`config.mk`:
```
export PLATFORM = sky130hd
export DESIGN_NAME = regfile_port_arbiter_flat
export DESIGN_NICKNAME = d
export VERILOG_FILES = /design/src/rtl/regfile_pkg.sv /design/src/rtl/regfile_port_arbiter_if.sv /design/src/rtl/rr_arbiter.sv /design/src/rtl/regfile_port_arbiter.sv /design/src/flat_wrapper.sv
export SDC_FILE = /design/constraint.sdc
export NUM_CORES = 1
export LEC_CHECK = 0
export ABC_AREA = 1
export ABC_CLOCK_PERIOD_IN_PS = 1800
export CAP_MARGIN = 20
export CORE_ASPECT_RATIO = 1.1
export CORE_UTILIZATION = 42
export CTS_BUF_LIST = sky130_fd_sc_hd__clkbuf_8
export DETAILED_ROUTE_END_ITERATION = 8
export PLACE_DENSITY = 0.87
export SETUP_SLACK_MARGIN = 0.2
export SLEW_MARGIN = 10
export SYNTH_ARGS = -nofsm -noshare
export SYNTH_HDL_FRONTEND = slang
export SYNTH_SLANG_ARGS = --single-unit
```
`constraint.sdc`:
```
create_clock -name clk -period 1.8 [get_ports clk]
set_input_delay 0.27 -clock clk [delete_from_list [all_inputs] [get_ports clk]]
set_output_delay 0.27 -clock clk [all_outputs]
set_load 0.1 [all_outputs]
```
`src/rtl/regfile_pkg.sv`:
```
// regfile_pkg: shared register-file geometry and data types
package regfile_pkg;
    localparam int RF_AW    = 3;
    localparam int RF_DW    = 8;
    localparam int RF_DEPTH = 8;
    typedef logic [RF_AW-1:0] rf_addr_t;
    typedef logic [RF_DW-1:0] rf_data_t;
endpackage

```
`src/rtl/regfile_port_arbiter_if.sv`:
```
// regfile_port_arbiter_if: requester-side request/grant/response bus
interface regfile_port_arbiter_if #(
    parameter int NREQ = 3,
    parameter int AW   = regfile_pkg::RF_AW,
    parameter int DW   = regfile_pkg::RF_DW
);
    logic [NREQ-1:0]    req_valid;
    logic [NREQ-1:0]    req_we;
    logic [NREQ*AW-1:0] req_addr;
    logic [NREQ*DW-1:0] req_wdata;
    logic [NREQ-1:0]    req_ready;
    logic [NREQ-1:0]    rsp_valid;
    logic [DW-1:0]      rsp_data;
    modport master (
        output req_valid, req_we, req_addr, req_wdata,
        input  req_ready, rsp_valid, rsp_data
    );
    modport slave (
        input  req_valid, req_we, req_addr, req_wdata,
        output req_ready, rsp_valid, rsp_data
    );
endinterface

```
`src/rtl/rr_arbiter.sv`:
```
// rr_arbiter: N-way round-robin arbiter; one-hot grant, pointer moves past the winner
module rr_arbiter #(
    parameter int N = 3,
    localparam int PW = $clog2(N)
) (
    input  logic         clk,
    input  logic         rst,
    input  logic [N-1:0] req,
    output logic [N-1:0] gnt
);
    logic [PW-1:0] ptr;
    logic [PW-1:0] nxt;
    logic [PW:0]   idx;
    // walk from the farthest candidate back to the pointer so the closest one wins
    always_comb begin
        gnt = '0;
        nxt = ptr;
        idx = '0;
        for (int i = N - 1; i >= 0; i--) begin
            idx = {1'b0, ptr} + (PW + 1)'(i);
            idx = idx >= (PW + 1)'(N) ? idx - (PW + 1)'(N) : idx;
            if (req[idx[PW-1:0]]) begin
                gnt = '0;
                gnt[idx[PW-1:0]] = 1'b1;
                nxt = idx[PW-1:0] == PW'(N - 1) ? '0 : idx[PW-1:0] + 1'b1;
            end
        end
    end
    always_ff @(posedge clk or negedge rst)
        if (!rst) ptr <= '0;
        else ptr <= nxt;
endmodule

```
`src/rtl/regfile_port_arbiter.sv`:
```
// regfile_port_arbiter: shares a 1R1W register file between NREQ requesters,
// independent round-robin per port, 2-cycle reads with write-to-read forwarding
module regfile_port_arbiter import regfile_pkg::*; #(
    parameter int NREQ = 3,
    parameter int AW   = RF_AW,
    parameter int DW   = RF_DW
) (
    input  logic                 clk,
    input  logic                 rst,
    regfile_port_arbiter_if.slave bus,
    output logic [AW-1:0]        rf_rdreg,
    output logic [AW-1:0]        rf_wtreg,
    output logic [DW-1:0]        rf_wtdt,
    output logic                 rf_rgw,
    input  logic [DW-1:0]        rf_rdt
);
    logic [NREQ-1:0] rd_req, wr_req, rd_gnt, wr_gnt, pend;
    logic [AW-1:0]   rd_addr, wr_addr;
    logic [DW-1:0]   wr_data;

    // no grants while reset is held
    assign rd_req = {NREQ{rst}} & bus.req_valid & ~bus.req_we;
    assign wr_req = {NREQ{rst}} & bus.req_valid & bus.req_we;
    assign bus.req_ready = rd_gnt | wr_gnt;

    rr_arbiter #(.N(NREQ)) u_rd (.clk(clk), .rst(rst), .req(rd_req), .gnt(rd_gnt));
    rr_arbiter #(.N(NREQ)) u_wr (.clk(clk), .rst(rst), .req(wr_req), .gnt(wr_gnt));

    always_comb begin
        rd_addr = '0;
        wr_addr = '0;
        wr_data = '0;
        for (int k = 0; k < NREQ; k++) begin
            rd_addr |= rd_gnt[k] ? bus.req_addr[k*AW +: AW] : '0;
            wr_addr |= wr_gnt[k] ? bus.req_addr[k*AW +: AW] : '0;
            wr_data |= wr_gnt[k] ? bus.req_wdata[k*DW +: DW] : '0;
        end
    end

    // pend holds the one-hot id of the read whose address is on rf_rdreg
    always_ff @(posedge clk or negedge rst) begin
        if (!rst) begin
            rf_rdreg      <= '0;
            rf_wtreg      <= '0;
            rf_wtdt       <= '0;
            rf_rgw        <= 1'b0;
            pend          <= '0;
            bus.rsp_valid <= '0;
            bus.rsp_data  <= '0;
        end else begin
            rf_rgw        <= |wr_gnt;
            pend          <= rd_gnt;
            bus.rsp_valid <= pend;
            if (|wr_gnt) begin
                rf_wtreg <= wr_addr;
                rf_wtdt  <= wr_data;
            end
            if (|rd_gnt) rf_rdreg <= rd_addr;
            if (|pend) bus.rsp_data <= rf_rgw && rf_wtreg == rf_rdreg ? rf_wtdt : rf_rdt;
        end
    end
endmodule
```
`src/flat_wrapper.sv`:
```
// flat-port wrapper written by rule: the top's interface ports become plain ports
module regfile_port_arbiter_flat import regfile_pkg::*;
#(
    parameter int NREQ = 3,
    parameter int AW   = RF_AW,
    parameter int DW   = RF_DW
)
  (clk, rst, rf_rdreg, rf_wtreg, rf_wtdt, rf_rgw, rf_rdt, bus_req_valid, bus_req_we, bus_req_addr, bus_req_wdata, bus_req_ready, bus_rsp_valid, bus_rsp_data);
  regfile_port_arbiter_if #(.NREQ(NREQ), .AW(AW), .DW(DW)) bus_i ();
  input  logic clk;
  input  logic rst;
  output logic [AW-1:0] rf_rdreg;
  output logic [AW-1:0] rf_wtreg;
  output logic [DW-1:0] rf_wtdt;
  output logic rf_rgw;
  input  logic [DW-1:0] rf_rdt;
  input wire logic [$bits(bus_i.req_valid)-1:0] bus_req_valid;
  input wire logic [$bits(bus_i.req_we)-1:0] bus_req_we;
  input wire logic [$bits(bus_i.req_addr)-1:0] bus_req_addr;
  input wire logic [$bits(bus_i.req_wdata)-1:0] bus_req_wdata;
  output wire logic [$bits(bus_i.req_ready)-1:0] bus_req_ready;
  output wire logic [$bits(bus_i.rsp_valid)-1:0] bus_rsp_valid;
  output wire logic [$bits(bus_i.rsp_data)-1:0] bus_rsp_data;
  assign bus_i.req_valid = bus_req_valid;
  assign bus_i.req_we = bus_req_we;
  assign bus_i.req_addr = bus_req_addr;
  assign bus_i.req_wdata = bus_req_wdata;
  assign bus_req_ready = bus_i.req_ready;
  assign bus_rsp_valid = bus_i.rsp_valid;
  assign bus_rsp_data = bus_i.rsp_data;
  regfile_port_arbiter #(.NREQ(NREQ), .AW(AW), .DW(DW)) u_core (.clk(clk), .rst(rst), .bus(bus_i), .rf_rdreg(rf_rdreg), .rf_wtreg(rf_wtreg), .rf_wtdt(rf_wtdt), .rf_rgw(rf_rgw), .rf_rdt(rf_rdt));
endmodule
```
# ---- Yosys cells after proc, flatten, opt, wreduce, memory -nomap -nowiden
# Index checks and enable logic that the tools add are counted.
dict set report op_classes {
  n_bitwise 11
  n_reduce_logical 12
  muxes 58
  eq_ne 7
  n_lt_le_gt_ge 18
  add_sub_neg 16
}
# cell count
set op_table {}
lappend op_table {{$mux 2} 18}
lappend op_table {{$mux 3} 12}
lappend op_table {{$mux 8} 4}
lappend op_table {{$lt 2x3->1 const B} 6}
lappend op_table {{$or 8x8->8} 2}
lappend op_table {{$or 3x3->3} 5}
lappend op_table {{$add 2x1->2 const B} 6}
lappend op_table {{$bmux 1 s2} 6}
lappend op_table {{$demux 1 s2} 6}
lappend op_table {{$eq 2x2->1 const B} 6}
lappend op_table {{$ge 2x1->1 const B} 6}
lappend op_table {{$ge 3x2->1 const B} 4}
lappend op_table {{$mux 1} 12}
lappend op_table {{$sub 2x2->2 const B} 6}
lappend op_table {{$and 3x3->3} 3}
lappend op_table {{$reduce_or 3->1} 3}
lappend op_table {{$logic_and 1x1->1} 7}
lappend op_table {{$add 2x1->3 const B} 2}
lappend op_table {{$add 2x2->3 const B} 2}
lappend op_table {{$reduce_bool 3->1} 2}
lappend op_table {{$ge 2x2->1 const B} 2}
lappend op_table {{$eq 3x3->1} 1}
lappend op_table {{$not 3->3} 1}
dict set report word_totals {
  reg_bits 33
  out_inout_bits 29
  elab_cells 131
}

# ---- Depth between registers and ports, before layout
# Gate-level depths: netlist (run 1).
dict set report logic_depth {
  word_depth 13
  mapped_depth 14
  ltp_nobuf 14
}

# ---- Cells and area by module
# From an unflattened synthesis (run 1), not the netlist that was laid out.
dict set report unflattened {
  hier_cells 324
  area_unflattened_um2 2252.2
}
# module cells_per_inst instances area_per_inst_um2
set modules_own_cells {}
lappend modules_own_cells {regfile_port_arbiter 196 1 1501.4}
lappend modules_own_cells {{rr_arbiter (u_core.u_rd)} 64 1 377.9}
lappend modules_own_cells {{rr_arbiter (u_core.u_wr)} 64 1 372.9}

# ---- Least setup slack after synthesis (run 1)
# Ideal clock, no wire load.
dict set report synth_path {
  path_kind {reg2out}
  startpoint {reg u_core.u_wr.ptr[0]}
  endpoint {out bus_req_ready[0]}
  arrival_ns 2.142
  path_stages_with_launch 13
  t_required_ns 1.530
  n_path_buf 0
  slack_ns -0.612
  cell_sequence {dfrtp_1 -> inv_1 -> ha_1 -> inv_1 -> nand2_1 -> nand3b_1 -> nand2_2 -> inv_2 -> nand2_1 -> nand3_1 -> nand2_1 -> inv_1 -> nand2_1}
}
dict set report synth_between {
  elab_chain_len 11
}
# item line_no
set synth_lines {}
lappend synth_lines {{start, declared} rr_arbiter.sv:11} ;# logic [PW-1:0] ptr;
lappend synth_lines {{start signal, assigned} rr_arbiter.sv:31} ;# else ptr <= nxt;
lappend synth_lines {{$add 2x2->3} rr_arbiter.sv:20} ;# idx = {1'b0, ptr} + (PW + 1)'(i);
lappend synth_lines {{$ge 3x2->1 or $sub 2x2->2 (tied branches)} rr_arbiter.sv:21} ;# idx = idx >= (PW + 1)'(N) ? idx - (PW + 1)'(N) : idx;
lappend synth_lines {{$mux 2} rr_arbiter.sv:21}
lappend synth_lines {{$lt 2x3->1 (implied by the code) or $ge 2x1->1 (tied branches)} rr_arbiter.sv:24} ;# gnt[idx[PW-1:0]] = 1'b1;
lappend synth_lines {{$logic_and 1x1->1 (implied by the code)} rr_arbiter.sv:24}
lappend synth_lines {{$mux 1 (implied by the code)} rr_arbiter.sv:24}
lappend synth_lines {{$demux 1 s2} rr_arbiter.sv:24}
lappend synth_lines {{$mux 3 (2 in a row)} rr_arbiter.sv:22} ;# if (req[idx[PW-1:0]]) begin
lappend synth_lines {{$mux 3 (*)} rr_arbiter.sv:22}
lappend synth_lines {{$or 3x3->3 (*)} regfile_port_arbiter.sv:24} ;# assign bus.req_ready = rd_gnt | wr_gnt;
lappend synth_lines {{end, declared} flat_wrapper.sv:21} ;# output wire logic [$bits(bus_i.req_ready)-1:0] bus_req_ready;
# Every way passes the cells marked *; elsewhere a longest branch is shown, timed or not. The select of a mux whose other input is x is not followed.

# ---- Worst setup path after layout (run 1)
# Same ends and word-level chain as after synthesis.

==> flow_metrics.tcl, run 1 <==
set metrics [dict create \
    outcome "finished, violations left" \
    violations "negative setup slack" \
    fin_crit_sh_pct 129.9 \
    cts_num_sinks 33 \
    die_h_um 78.40 \
    viasPerCell 5.788 \
    setup_slack_ps -538.5 \
    numCtsBuffers 5 \
    start_kind "flop" \
    place_hpwl_um 5460 \
    grt_pass1_vias 2831 \
    hp-class "in -> async" \
    cp.depth 11 \
    cp_slowest_cell "dfrtp_2" \
    port_buffers 77 \
    synth_compound_area_share_pct 10.33 \
    worstPathRequired_ps 1530 \
    syn-num-nets 380 \
    maxCapViolCount 0 \
    die_x_um 71.45 \
    yosys_warnings 0 \
    track_usage_pct 29.14 \
    synthFlopType "dfrtp_1" \
    cp_max_fo 4 \
    seq_area_frac_synth_pct 37.06 \
    r2r_cells 14 \
    antenna_cells 0 \
    initial_utilization_pct 43.98 \
    row_count 27 \
    cts_tree "built" \
    final_nets 518 \
    io_pins 78 \
    synthArstFlopShare_pct 100.0 \
    hold_viol 0 \
    ys_types 30 \
    synth-edff-count 0 \
    synth_xor_area_share_pct 0.3930 \
    drv_slew 0 \
    area_delta_synth_final_pct 83.49 \
    synthAdderAreaFrac_pct 4.492 \
    fillers 280 \
    slew_headroom_pct 66.33 \
    wl_um 9415 \
    drt_iter0_drc 329 \
    grt_overflow_total 0 \
    path_buf_inv 4 \
    drive_above_1_share_pct 39.83 \
    drtAntennaViolNets 0 \
    ys_top_cells_by_count "nand2_1, nand3_1, dfrtp_1" \
    synth_top_family_by_area "simple AND/OR/NAND/NOR gates" \
    gp_congestion 0.9415 \
    grt_pass1_wl_um 12790 \
    tightest_slew_ps 505.0 \
    register_area_um2 840.8 \
    layout_min_cycle_time_ps 2339 \
    ys_ff_latch 33 \
    cp_cell_sequence "inv_2 -> ha_4 -> buf_4 -> o21ai_0 -> nand3_1 -> nand2_2 -> nand3_2 -> nand2_2 -> inv_2 -> nand2_8 -> buf_12" \
    first_pass_iters 5 \
    max_stage_delay_ps 440 \
    grt_antenna_before_repair 0 \
    synth_most_common_cell "nand2_1" \
    criticalPathCategory "reg -> out" \
    rsz0062_at_grt "yes" \
    skew_ps 15.69 \
    grt_start_max_net_pins 33 \
    synth_top_area_share_pct 37.06 \
    synthesis.area_mm2 0.002228 \
    yosysTopAreaCell "dfrtp_1" \
    cts_root_buffer "clkbuf_8" \
    cts_buffer_depth 2 \
    drc 0 \
    multi_input_area_mm2 0.001553 \
    cts.clk_slew.worst_paths_ps 80 \
    dp_slack_ps -353.6 \
    end_kind "primary output" \
    clkLatencyLatePin_ps 300 \
    routedWlPerCell_um 18.11 \
    crit_arrival_ps 2070 \
    vias 3010 \
    synth-simple-area-share_pct 40.20 \
    crit_family "simple AND/OR/NAND/NOR gates" \
    synth_mux_area_share_pct 0 \
    fmax_mhz 427.6 \
    synth.area.top_cells "dfrtp_1, nand2_1, nand3_1" \
    avgSynthCellArea_um2 6.899 \
    setup_violations 23 \
    die-area_mm2 0.005601 \
    syn_inst 323 \
    htreeDepth 2 \
    core_mm2 0.005067 \
    postCtsHoldBufs 0 \
]
layout make-up:
cell class	count	share of cell area, %
Clock inverter	2	0.8262
Tap cell	58	1.775
Timing Repair Buffer	141	34.00
Inverter	30	2.846
Multi-Input combinational cell	250	37.97
Clock buffer	6	2.020
Sequential cell	33	20.56
cells in the final DEF, fill, tap and decap left out, types with 4 or more instances in the layout:
master / instances
nand2_2: 15
clkdlybuf4s50_1: 47
ha_4: 4
a21boi_2: 10
inv_2: 11
buf_6: 13
nor2_1: 28
buf_4: 67
nand2_1: 83
a31oi_1: 8
buf_12: 12
nand3_2: 8
clkbuf_8: 6
inv_1: 18
dfrtp_2: 9
ha_1: 4
o21ai_2: 4
nand4_1: 6
dfrtp_1: 23
nand2_4: 6
o21ai_1: 6
nand3_1: 41
registers in the layout, summed over array words and instances (netlist names):
| name | cells |
|---|---|
| u_core.u_rd.ptr | 2 |
| u_core.u_wr.ptr | 2 |
| u_core.bus.rsp_valid | 3 |
| u_core.rf_rgw | 1 |
| u_core.rf_wtreg | 3 |
| u_core.rf_wtdt | 8 |
| u_core.bus.rsp_data | 8 |
| u_core.pend | 3 |
| u_core.rf_rdreg | 3 |
logic make-up after synthesis:
group / count (synthesis)
compound gates: 37
flops: 33
simple gates: 204
buf+inv: 40
fa+ha+maj: 8
xor+xnor: 1
final timing paths:
path / start / end / slack (ps)
hold / removal: rst / u_core.u_rd.ptr[1]$_DFFE_PN0P_ / 40
hold reg to reg: u_core.pend[1]$_DFF_PN0_ / u_core.bus.rsp_valid[1]$_DFF_PN0_ / 370
min in group clk: u_core.pend[1]$_DFF_PN0_ / u_core.bus.rsp_valid[1]$_DFF_PN0_ / 370
setup / recovery: u_core.u_wr.ptr[0]$_DFFE_PN0P_ / bus_req_ready[0] / -540
max in group asynchronous: rst / u_core.u_wr.ptr[1]$_DFFE_PN0P_ / 1290
setup reg to reg: u_core.u_wr.ptr[0]$_DFFE_PN0P_ / u_core.rf_wtdt[1]$_DFFE_PN0P_ / -480
what timing repair did:
| action | 4_1_cts | 5_1_grt |
|---|---|---|
| buffers inserted | 16 | 6 |
| gates cloned | 0 | 1 |
| setup endpoints to repair | 25 | 25 |
| gates resized for setup | 44 | 42 |
| pin swaps | 19 | 25 |
layer usage:
metal | vias up | GRT usage (%) | wire length, um | share of wire [%]
met5 | - | 0 | 0 | 0
met4 | 0 | 8.824 | 385 | 4.1
met3 | 39 | 3.209 | 766 | 8.1
met2 | 224 | 55.52 | 4734 | 50
met1 | 1400 | 33.79 | 3529 | 37
li1 | 1347 | - | - | -
per-stage QoR:
step	setup TNS (ps)	util (%)	std cells	instance area (um2)	hold slack (ps)
4_1_cts	-4492	76.52	513	3877	34.44
3_3_place_gp	-4568	69.31	489	3512	317.2
5_1_grt	-8729	80.69	520	4089	43.48
6_report	-7377	80.69	520	4089	43.79
2_1_floorplan	-398.4	-	323	2357	-25.59
3_5_place_dp	-6592	69.31	489	3512	334.2
Power of run 1 is left out: the tool's default activity adds up to more than one toggle a clock period on the data nets, which glitch-free logic cannot reach.
==> run 2, diff against run 1 <==
--- a/config.mk
+++ b/config.mk
@@ -10,7 +10,7 @@
 export CAP_MARGIN = 20
 export CORE_ASPECT_RATIO = 1.1
 export CORE_UTILIZATION = 42
-export CTS_BUF_LIST = sky130_fd_sc_hd__clkbuf_8
+export CTS_BUF_LIST = sky130_fd_sc_hd__clkbuf_4
 export DETAILED_ROUTE_END_ITERATION = 8
 export PLACE_DENSITY = 0.87
 export SETUP_SLACK_MARGIN = 0.2
==> flow_metrics.tcl, run 2 (synthesized netlist as in run 1, its figures left out) <==
set metrics [dict create \
    timing.setup.tns_ps -8161 \
    cts_num_sinks 33 \
    routedWlPerCell_um 17.87 \
    crit_arrival_ps 2640 \
    cts_buffer_depth 2 \
    drive_above_1_share_pct 39.45 \
    drc 0 \
    io_pins 78 \
    place_hpwl_um 5460 \
    area_delta_synth_final_pct 84.17 \
    cp.depth 15 \
    cts_root_buffer "clkbuf_4" \
    final_nets 525 \
    whs_ps 97.68 \
    most-common-layout-cells "nand2_1, buf_4, clkdlybuf4s50_1" \
    max_stage_delay_ps 440 \
    setup_violations 22 \
    cts.clk_slew.worst_paths_ps 140 \
    path_buf_inv 7 \
    largestRegisters "u_core.bus.rsp_data x8, u_core.rf_wtdt x8" \
    grt_pass1_wl_um 14190 \
    outcome "finished, violations left" \
    hp-class "in -> async" \
    die_h_um 78.40 \
    cts_tree "built" \
    row_count 27 \
    grt_overflow_total 0 \
    core_mm2 0.005067 \
    layout_min_cycle_time_ps 2362 \
    numCtsBuffers 5 \
    cp_max_fo 6 \
    crit_family "buffers and inverters" \
    clkLatencyLatePin_ps 360 \
    drtAntennaViolNets 0 \
    dp_slack_ps -353.6 \
    viasPerCell 5.706 \
    antenna_cells 0 \
    r2r_cells 15 \
    drv_slew 0 \
    initial_utilization_pct 43.98 \
    final_common_cell "nand2_1" \
    die-area_mm2 0.005601 \
    port_buffers 77 \
    criticalPathCategory "reg -> reg" \
    setup_slack_ps -562.1 \
    wl_um 9416 \
    rsz0062_at_grt "yes" \
    hold_viol 0 \
    tightest_slew_ps 528.2 \
    skew_ps 35.13 \
    maxCapViolCount 0 \
    end_kind "flop" \
    first_pass_iters 5 \
    fin_crit_sh_pct 131.2 \
    htreeDepth 2 \
    grt_antenna_before_repair 0 \
    gp_congestion 0.9415 \
    vias 3007 \
    grt_pass1_vias 3047 \
    cp_slowest_cell "dfrtp_2" \
    start_kind "flop" \
    violations "negative setup slack" \
    die_x_um 71.45 \
    cp_cell_sequence "inv_2 -> ha_4 -> buf_4 -> o21ai_0 -> nand3_1 -> nand2_2 -> nand3_2 -> buf_4 -> buf_6 -> buf_4 -> buf_6 -> buf_12 -> a21boi_2 -> nor2_2 -> nand2_1" \
    worstPathRequired_ps 2080 \
    crit_top_cell "buf_4" \
    slew_headroom_pct 64.79 \
    fmax_mhz 423.3 \
    track_usage_pct 32.75 \
    grt_start_max_net_pins 33 \
    drt_iter0_drc 238 \
]
## run 2: final timing paths
check | from | to | slack (ps)
max | u_core.u_wr.ptr[0]$_DFFE_PN0P_ | u_core.rf_wtreg[0]$_DFFE_PN0P_ | -560
min | rst | u_core.bus.rsp_data[2]$_DFFE_PN0P_ | 100
max reg2reg | u_core.u_wr.ptr[0]$_DFFE_PN0P_ | u_core.rf_wtreg[0]$_DFFE_PN0P_ | -560
min reg2reg | u_core.pend[2]$_DFF_PN0_ | u_core.bus.rsp_valid[2]$_DFF_PN0_ | 390
max in group asynchronous | rst | u_core.u_rd.ptr[1]$_DFFE_PN0P_ | 1170
min in group clk | u_core.pend[2]$_DFF_PN0_ | u_core.bus.rsp_valid[2]$_DFF_PN0_ | 390
## run 2: worst reg2reg max path, cell delays in order (launching register included)
cell and delay, ps:
dfrtp_2 440, inv_2 80, ha_4 210, buf_4 150, o21ai_0 110, nand3_1 150, nand2_2 90, nand3_2 70
buf_4 150, buf_6 100, buf_4 130, buf_6 130, buf_12 140, a21boi_2 150, nor2_2 80, nand2_1 80
## run 2: repair_timing
action | 4_1_cts | 5_1_grt
endpoints found under the hold margin | 1 | 0
hold buffers | 1 | 0
cloned | 2 | 0
setup buffers | 20 | 7
gates resized for setup | 48 | 30
endpoints found under the setup margin | 25 | 25
pin swaps | 22 | 13
## run 2: per-stage QoR
stage	area [um2]	std cells	utilization [%]
after floorplan	2357	323	-
after global placement	3512	489	69.31
after detailed placement	3512	489	69.31
after CTS	3941	520	77.78
after global routing	4104	527	80.99
final	4104	527	80.99
## run 2: final cells by class
cell class	count	area [um2]
multi-input combinational	250	1539
tap	58	72.57
timing repair buffer	148	1458
fill	259	963.4
clock inverter	2	33.78
sequential	33	840.8
clock buffer	6	45.04
inverter	30	115.1
## run 2: routing by layer
layer	global-route usage [%]	vias to the layer above	share of wire (%)
met2	60.86	191	50
met1	34.42	1414	36
met5	0	-	0
met4	16.47	0	5.4
li1	-	1351	-
met3	7.060	51	8.3
Power of run 2 is left out for the same reason.
